$ cat src/rtl/rob_if.sv
// rob_if: dispatch, CDB, commit and status signals of the reorder buffer.
interface rob_if #(parameter int IDX_W = 5, parameter int DATA_W = 32);
  logic              alloc_valid_i;
  logic              alloc_ready_o;
  logic [IDX_W-1:0]  alloc_idx_o;
  logic [DATA_W-1:0] alloc_pc_i;
  logic [4:0]        alloc_rd_i;
  logic              alloc_rd_we_i;
  logic              cdb_en_i;
  logic [IDX_W-1:0]  cdb_tag_i;
  logic [DATA_W-1:0] cdb_data_i;
  logic              commit_valid_o;
  logic              commit_ready_i;
  logic [IDX_W-1:0]  commit_idx_o;
  logic [DATA_W-1:0] commit_pc_o;
  logic [4:0]        commit_rd_o;
  logic              commit_rd_we_o;
  logic [DATA_W-1:0] commit_data_o;
  logic              flush_i;
  logic              empty_o;
  logic [IDX_W:0]    count_o;
  modport master (
    output alloc_valid_i, alloc_pc_i, alloc_rd_i, alloc_rd_we_i, cdb_en_i, cdb_tag_i, cdb_data_i,
           commit_ready_i, flush_i,
    input  alloc_ready_o, alloc_idx_o, commit_valid_o, commit_idx_o, commit_pc_o, commit_rd_o,
           commit_rd_we_o, commit_data_o, empty_o, count_o
  );
  modport slave (
    input  alloc_valid_i, alloc_pc_i, alloc_rd_i, alloc_rd_we_i, cdb_en_i, cdb_tag_i, cdb_data_i,
           commit_ready_i, flush_i,
    output alloc_ready_o, alloc_idx_o, commit_valid_o, commit_idx_o, commit_pc_o, commit_rd_o,
           commit_rd_we_o, commit_data_o, empty_o, count_o
  );
endinterface

$ cat src/rtl/rob.sv
// rob: reorder buffer; allocates in order, captures CDB results, retires in program order.
module rob #(
  parameter int ROB_SIZE = 32,
  parameter int IDX_W    = 5,
  parameter int DATA_W   = 32
) (
  input logic clk_i,
  input logic reset_i,
  rob_if.slave bus
);
  localparam logic [IDX_W:0] FULL = (IDX_W+1)'(ROB_SIZE);
  logic [IDX_W:0]    r_head, r_tail;
  logic [ROB_SIZE-1:0] r_valid, r_done, r_rd_we;
  logic [DATA_W-1:0] r_pc [ROB_SIZE];
  logic [DATA_W-1:0] r_data [ROB_SIZE];
  logic [4:0]        r_rd [ROB_SIZE];
  logic [IDX_W:0]    w_count;
  logic [IDX_W-1:0]  w_head, w_tail;
  logic              w_full, w_alloc, w_cdb, w_cv, w_commit;
  assign w_count  = r_tail - r_head;
  assign w_head   = r_head[IDX_W-1:0];
  assign w_tail   = r_tail[IDX_W-1:0];
  assign w_full   = w_count == FULL;
  assign w_alloc  = bus.alloc_valid_i & ~w_full;
  // a CDB aimed at the slot being allocated this cycle loses to the allocation
  assign w_cdb    = bus.cdb_en_i & r_valid[bus.cdb_tag_i] & ~r_done[bus.cdb_tag_i] &
                    ~(w_alloc & (bus.cdb_tag_i == w_tail));
  assign w_cv     = r_valid[w_head] & r_done[w_head];
  assign w_commit = w_cv & bus.commit_ready_i;
  always_ff @(posedge clk_i or posedge reset_i) begin
    if (reset_i) begin
      r_valid <= '0;
      r_done  <= '0;
      r_head  <= '0;
      r_tail  <= '0;
    end else if (bus.flush_i) begin
      r_valid <= '0;
      r_done  <= '0;
      r_head  <= '0;
      r_tail  <= '0;
    end else begin
      if (w_cdb) r_done[bus.cdb_tag_i] <= 1'b1;
      if (w_commit) begin
        r_valid[w_head] <= 1'b0;
        r_done[w_head]  <= 1'b0;
        r_head          <= r_head + 1'b1;
      end
      if (w_alloc) begin
        r_valid[w_tail] <= 1'b1;
        r_done[w_tail]  <= 1'b0;
        r_tail          <= r_tail + 1'b1;
      end
    end
  end
  // payload needs no reset: it is only observed through valid/done
  always_ff @(posedge clk_i) begin
    if (w_alloc) begin
      r_pc[w_tail]    <= bus.alloc_pc_i;
      r_rd[w_tail]    <= bus.alloc_rd_i;
      r_rd_we[w_tail] <= bus.alloc_rd_we_i;
      r_data[w_tail]  <= '0;
    end
    if (w_cdb) r_data[bus.cdb_tag_i] <= bus.cdb_data_i;
  end
  assign bus.alloc_ready_o  = ~w_full;
  assign bus.alloc_idx_o    = w_tail;
  assign bus.commit_valid_o = w_cv;
  assign bus.commit_idx_o   = w_head;
  assign bus.commit_pc_o    = w_cv ? r_pc[w_head] : '0;
  assign bus.commit_rd_o    = w_cv ? r_rd[w_head] : '0;
  assign bus.commit_rd_we_o = w_cv & r_rd_we[w_head];
  assign bus.commit_data_o  = w_cv ? r_data[w_head] : '0;
  assign bus.empty_o        = w_count == '0;
  assign bus.count_o        = w_count;
endmodule

$ cat src/flat_wrapper.sv
// flat-port wrapper written by rule: the top's interface ports become plain ports
module rob_flat 
#(
  parameter int ROB_SIZE = 32,
  parameter int IDX_W    = 5,
  parameter int DATA_W   = 32
)
  (clk_i, reset_i, bus_alloc_valid_i, bus_alloc_pc_i, bus_alloc_rd_i, bus_alloc_rd_we_i, bus_cdb_en_i, bus_cdb_tag_i, bus_cdb_data_i, bus_commit_ready_i, bus_flush_i, bus_alloc_ready_o, bus_alloc_idx_o, bus_commit_valid_o, bus_commit_idx_o, bus_commit_pc_o, bus_commit_rd_o, bus_commit_rd_we_o, bus_commit_data_o, bus_empty_o, bus_count_o);
  rob_if #(.IDX_W(IDX_W), .DATA_W(DATA_W)) bus_i ();
  input logic clk_i;
  input logic reset_i;
  input wire logic [$bits(bus_i.alloc_valid_i)-1:0] bus_alloc_valid_i;
  input wire logic [$bits(bus_i.alloc_pc_i)-1:0] bus_alloc_pc_i;
  input wire logic [$bits(bus_i.alloc_rd_i)-1:0] bus_alloc_rd_i;
  input wire logic [$bits(bus_i.alloc_rd_we_i)-1:0] bus_alloc_rd_we_i;
  input wire logic [$bits(bus_i.cdb_en_i)-1:0] bus_cdb_en_i;
  input wire logic [$bits(bus_i.cdb_tag_i)-1:0] bus_cdb_tag_i;
  input wire logic [$bits(bus_i.cdb_data_i)-1:0] bus_cdb_data_i;
  input wire logic [$bits(bus_i.commit_ready_i)-1:0] bus_commit_ready_i;
  input wire logic [$bits(bus_i.flush_i)-1:0] bus_flush_i;
  output wire logic [$bits(bus_i.alloc_ready_o)-1:0] bus_alloc_ready_o;
  output wire logic [$bits(bus_i.alloc_idx_o)-1:0] bus_alloc_idx_o;
  output wire logic [$bits(bus_i.commit_valid_o)-1:0] bus_commit_valid_o;
  output wire logic [$bits(bus_i.commit_idx_o)-1:0] bus_commit_idx_o;
  output wire logic [$bits(bus_i.commit_pc_o)-1:0] bus_commit_pc_o;
  output wire logic [$bits(bus_i.commit_rd_o)-1:0] bus_commit_rd_o;
  output wire logic [$bits(bus_i.commit_rd_we_o)-1:0] bus_commit_rd_we_o;
  output wire logic [$bits(bus_i.commit_data_o)-1:0] bus_commit_data_o;
  output wire logic [$bits(bus_i.empty_o)-1:0] bus_empty_o;
  output wire logic [$bits(bus_i.count_o)-1:0] bus_count_o;
  assign bus_i.alloc_valid_i = bus_alloc_valid_i;
  assign bus_i.alloc_pc_i = bus_alloc_pc_i;
  assign bus_i.alloc_rd_i = bus_alloc_rd_i;
  assign bus_i.alloc_rd_we_i = bus_alloc_rd_we_i;
  assign bus_i.cdb_en_i = bus_cdb_en_i;
  assign bus_i.cdb_tag_i = bus_cdb_tag_i;
  assign bus_i.cdb_data_i = bus_cdb_data_i;
  assign bus_i.commit_ready_i = bus_commit_ready_i;
  assign bus_i.flush_i = bus_flush_i;
  assign bus_alloc_ready_o = bus_i.alloc_ready_o;
  assign bus_alloc_idx_o = bus_i.alloc_idx_o;
  assign bus_commit_valid_o = bus_i.commit_valid_o;
  assign bus_commit_idx_o = bus_i.commit_idx_o;
  assign bus_commit_pc_o = bus_i.commit_pc_o;
  assign bus_commit_rd_o = bus_i.commit_rd_o;
  assign bus_commit_rd_we_o = bus_i.commit_rd_we_o;
  assign bus_commit_data_o = bus_i.commit_data_o;
  assign bus_empty_o = bus_i.empty_o;
  assign bus_count_o = bus_i.count_o;
  rob #(.ROB_SIZE(ROB_SIZE), .IDX_W(IDX_W), .DATA_W(DATA_W)) u_core (.clk_i(clk_i), .reset_i(reset_i), .bus(bus_i));
endmodule
$ cat config.mk
export PLATFORM = sky130hd
export DESIGN_NAME = rob_flat
export DESIGN_NICKNAME = d
export VERILOG_FILES = /design/src/rtl/rob_if.sv /design/src/rtl/rob.sv /design/src/flat_wrapper.sv
export SDC_FILE = /design/constraint.sdc
export NUM_CORES = 2
export LEC_CHECK = 0
export BUFFER_PORTS_ARGS = -buffer_cell sky130_fd_sc_hd__buf_4
export CAP_MARGIN = 0
export CORE_ASPECT_RATIO = 1.2
export CORE_MARGIN = 2
export CORE_UTILIZATION = 30
export DETAILED_ROUTE_END_ITERATION = 8
export SYNTH_ARGS = -nofsm -noshare
export SYNTH_HDL_FRONTEND = slang
export SYNTH_SLANG_ARGS = --single-unit
$ cat constraint.sdc
create_clock -name clk_i -period 8.7 [get_ports clk_i]
set_input_delay 1.74 -clock clk_i [delete_from_list [all_inputs] [get_ports clk_i]]
set_output_delay 1.74 -clock clk_i [all_outputs]
set_load 0.02 [all_outputs]
==> flow_summary.yaml <==
status:
  status: "completed"
yosys:
  synth_seq_cells: 2316
  synth.yosys.seq_area_share: 0.714
  yosys-top-cells-count: "2240 x edfxtp_1, 571 x mux4_2, 547 x and2_1"
  syn_inst: 5404
  synth_area_mm2: 0.0969
  synthArstFlopShare: 0.0328
  yosysTopAreaCell: "edfxtp_1"
  ys_types: 76
  synth_top_area_frac: 0.694
  synth_flop_cell: "edfxtp_1"
  synthTopCellsByArea: "edfxtp_1 69%, mux4_2 13%, and2_1 3.5%"
  postSynthAreaPerCell_um2: 17.9
  synth-warning-count: 0
  yosysMostFrequentCell: "edfxtp_1"
  synth_nets: 5499
  synth_edf_count: 2240
layout:
  fillers: 30000
  area_growth_pct: 13.8
  drive_gt1_frac: 0.238
  nets: 5510
clock_tree:
  cts_root_buffer: "clkbuf_16"
  cts.htree.levels: 4
  clock-sinks: 2316
  cts_buffer_depth: 3
  clock_latency_ps: 880
  cts_setup_buffers: 0
  path_clk_slew_ps: 60
  post_cts_resized: 0
  holdBufCountCts: 0
  cts_buffers: 221
  tritoncts: "done"
setup_path:
  crit_path_end_kind: "output pin"
  rr_worst_depth: 13
  worstPathMaxFanout: 97
  critical_path_class: "register to output pin"
  r2r_slack_ps: 2770
  crit_required_ps: 6960
  startpoint_type: "register"
  regToRegEndpoint: "u_core.r_data[4][18]"
  critPathArrivalTime_ps: 5500
  r2r-start: "u_core.r_head[1]"
sta:
  fin_hold_ws_ps: 556
  finalCritPeriodShare: 0.832
  slew_headroom: 0.186
  postLayoutSetupSlackWorst_ps: 1460
  hold_viol: 0
  tightest_slew_ps: 1220
  max_freq_mhz: 138
  tns_ps: 0
  fin_crit_ps: 7240
  drv_slew: 0
  rsz0062_at_grt: "false"
  finClkSkew_ps: 66.5
  setup_viol: 0
power:
  intPower_uw: 17900
  vdd_drop_max_mv: 0.175
  comb_power_share: 0.027
  p_sw_frac: 0.212
  clkPwrFrac: 0.434
  power_switching_uw: 4820
  cellLeakagePower_uw: 0.0375
  power_frac_seq: 0.539
  pwr_density_cell_mw_per_mm2: 206
min_path:
  min_to: "u_core.r_valid[7]"
  min_path_cells: 2
  hold_path.class: "register to register"
  hp-start: "u_core.r_valid[7]"
floorplan:
  ioPinCount: 170
  floorplan.initialDensity: 0.301
  die_area_mm2: 0.328
  die_h_um: 627
  core-area_mm2: 0.322
  num_rows: 228
  die_w_um: 523
route:
  vias: 53900
  via_per_inst: 5.46
  drc_errors: 0
  dr.pass1.iters: 5
  ant_nets: 0
  drt-total-wl_mm: 293
  drt_iter0_drc: 6636
  wl_per_cell_um: 29.7
global_route:
  grt_pass1_wl_mm: 410
  grt_max_degree: 119
  grt_overflow_total: 0
  antenna_found_initial: 36
  grtUsageTotal: 0.174
  grt_pass1_vias: 54200
placement:
  hpwl_mm: 154
  gp_congestion: 0.874
  port_buffers: 169
  dp_slack_ps: 2430
flow_run:
  drv_cap: 0
routing by layer:
layer / wire [µm] / GRT usage / vias up
met5: 110 / 0 / -
met4: 10300 / 0.0602 / 16
met3: 22800 / 0.0285 / 542
met2: 145000 / 0.294 / 2754
met1: 114000 / 0.228 / 28900
li1: - / - / 21700
per-stage QoR:
stage	util	std cells	area, µm²	total power, µW
2_1_floorplan	-	5404	96900	12800
3_3_place_gp	0.320	9447	103000	13100
3_5_place_dp	0.320	9447	103000	13100
4_1_cts	0.343	9850	110000	22900
5_1_grt	0.343	9852	110000	23300
6_report	0.343	9858	110000	22800
cell type report:
type                       count  area [µm²]  share of cell area
antenna                        8        20.0            0.000182
clock buffer                 266        5720              0.0519
clock inverter               137        1650              0.0149
inverter                      44         186             0.00169
multi-input combinational   2521       25800               0.234
sequential                  2316       69200               0.627
tap                         4255        5320              0.0483
timing repair buffer         311        2450              0.0222
how the worst max path moves through the flow:
stage,from,slack (ps),cells after the start,end
after floorplan,u_core.r_head[1],2080,11,u_core.r_data[29][0]
after global placement,u_core.r_head[1],2440,7,bus_commit_data_o[31]
after detailed placement,u_core.r_head[1],2430,7,bus_commit_data_o[31]
after CTS,u_core.r_head[1],1490,7,bus_commit_data_o[31]
after global routing,u_core.r_head[2],1420,8,bus_commit_data_o[29]
final,u_core.r_head[1],1460,7,bus_commit_data_o[31]
cell usage in the layout (no fill, tap or decap), drive strengths merged, types with 27 or more instances in the layout:
master  netlist  final
or3          27     27
edfxtp     2240   2240
mux4        571    571
dfrtp        76     76
or4          69     69
inv          43     32
nand2        71     71
bufinv        0     28
and2        547    547
and3        485    485
nand3        40     40
clkbuf      388    266
nor3         47     47
nor2         94     94
buf         135    311
o22ai       289    289
clkinv        1    115
power by group through the flow:
stage | clock network, µW | logic, µW | registers (µW)
finish | 9870 | 606 | 12300
global placement | 0 | 592 | 12500
floorplan | 0 | 274 | 12500
detailed placement | 0 | 605 | 12500
CTS | 10000 | 606 | 12300
global route | 10400 | 638 | 12300
flip-flops by register name, summed over array words and instances (netlist names):
signal / cells
u_core.r_data: 1024
u_core.r_pc: 1024
u_core.r_rd: 160
u_core.r_done: 32
u_core.r_rd_we: 32
u_core.r_valid: 32
u_core.r_head: 6
u_core.r_tail: 6
logic make-up (layout without fill, tap and decap cells):
family / after synthesis / count (layout) / share of synthesized area
buffers and inverters: 567 / 758 / 0.0240
AO/OA/AOI/OAI: 458 / 458 / 0.0322
other: 0 / 8 / 0
AND/OR/NAND/NOR: 1425 / 1425 / 0.0897
adder cells (fa/ha/maj): 14 / 14 / 0.00189
multiplexers: 613 / 613 / 0.137
XOR/XNOR: 11 / 11 / 0.000994
flip-flops: 2316 / 2316 / 0.714
critical path: stages (launching register included):
cell,delay [ps]
dfrtp_4,990
buf_4,740
buf_12,520
mux4_2,340
o22ai_1,120
or3_1,510
a311oi_1,900
buf_4,290
(Power assumes the default switching activity.)
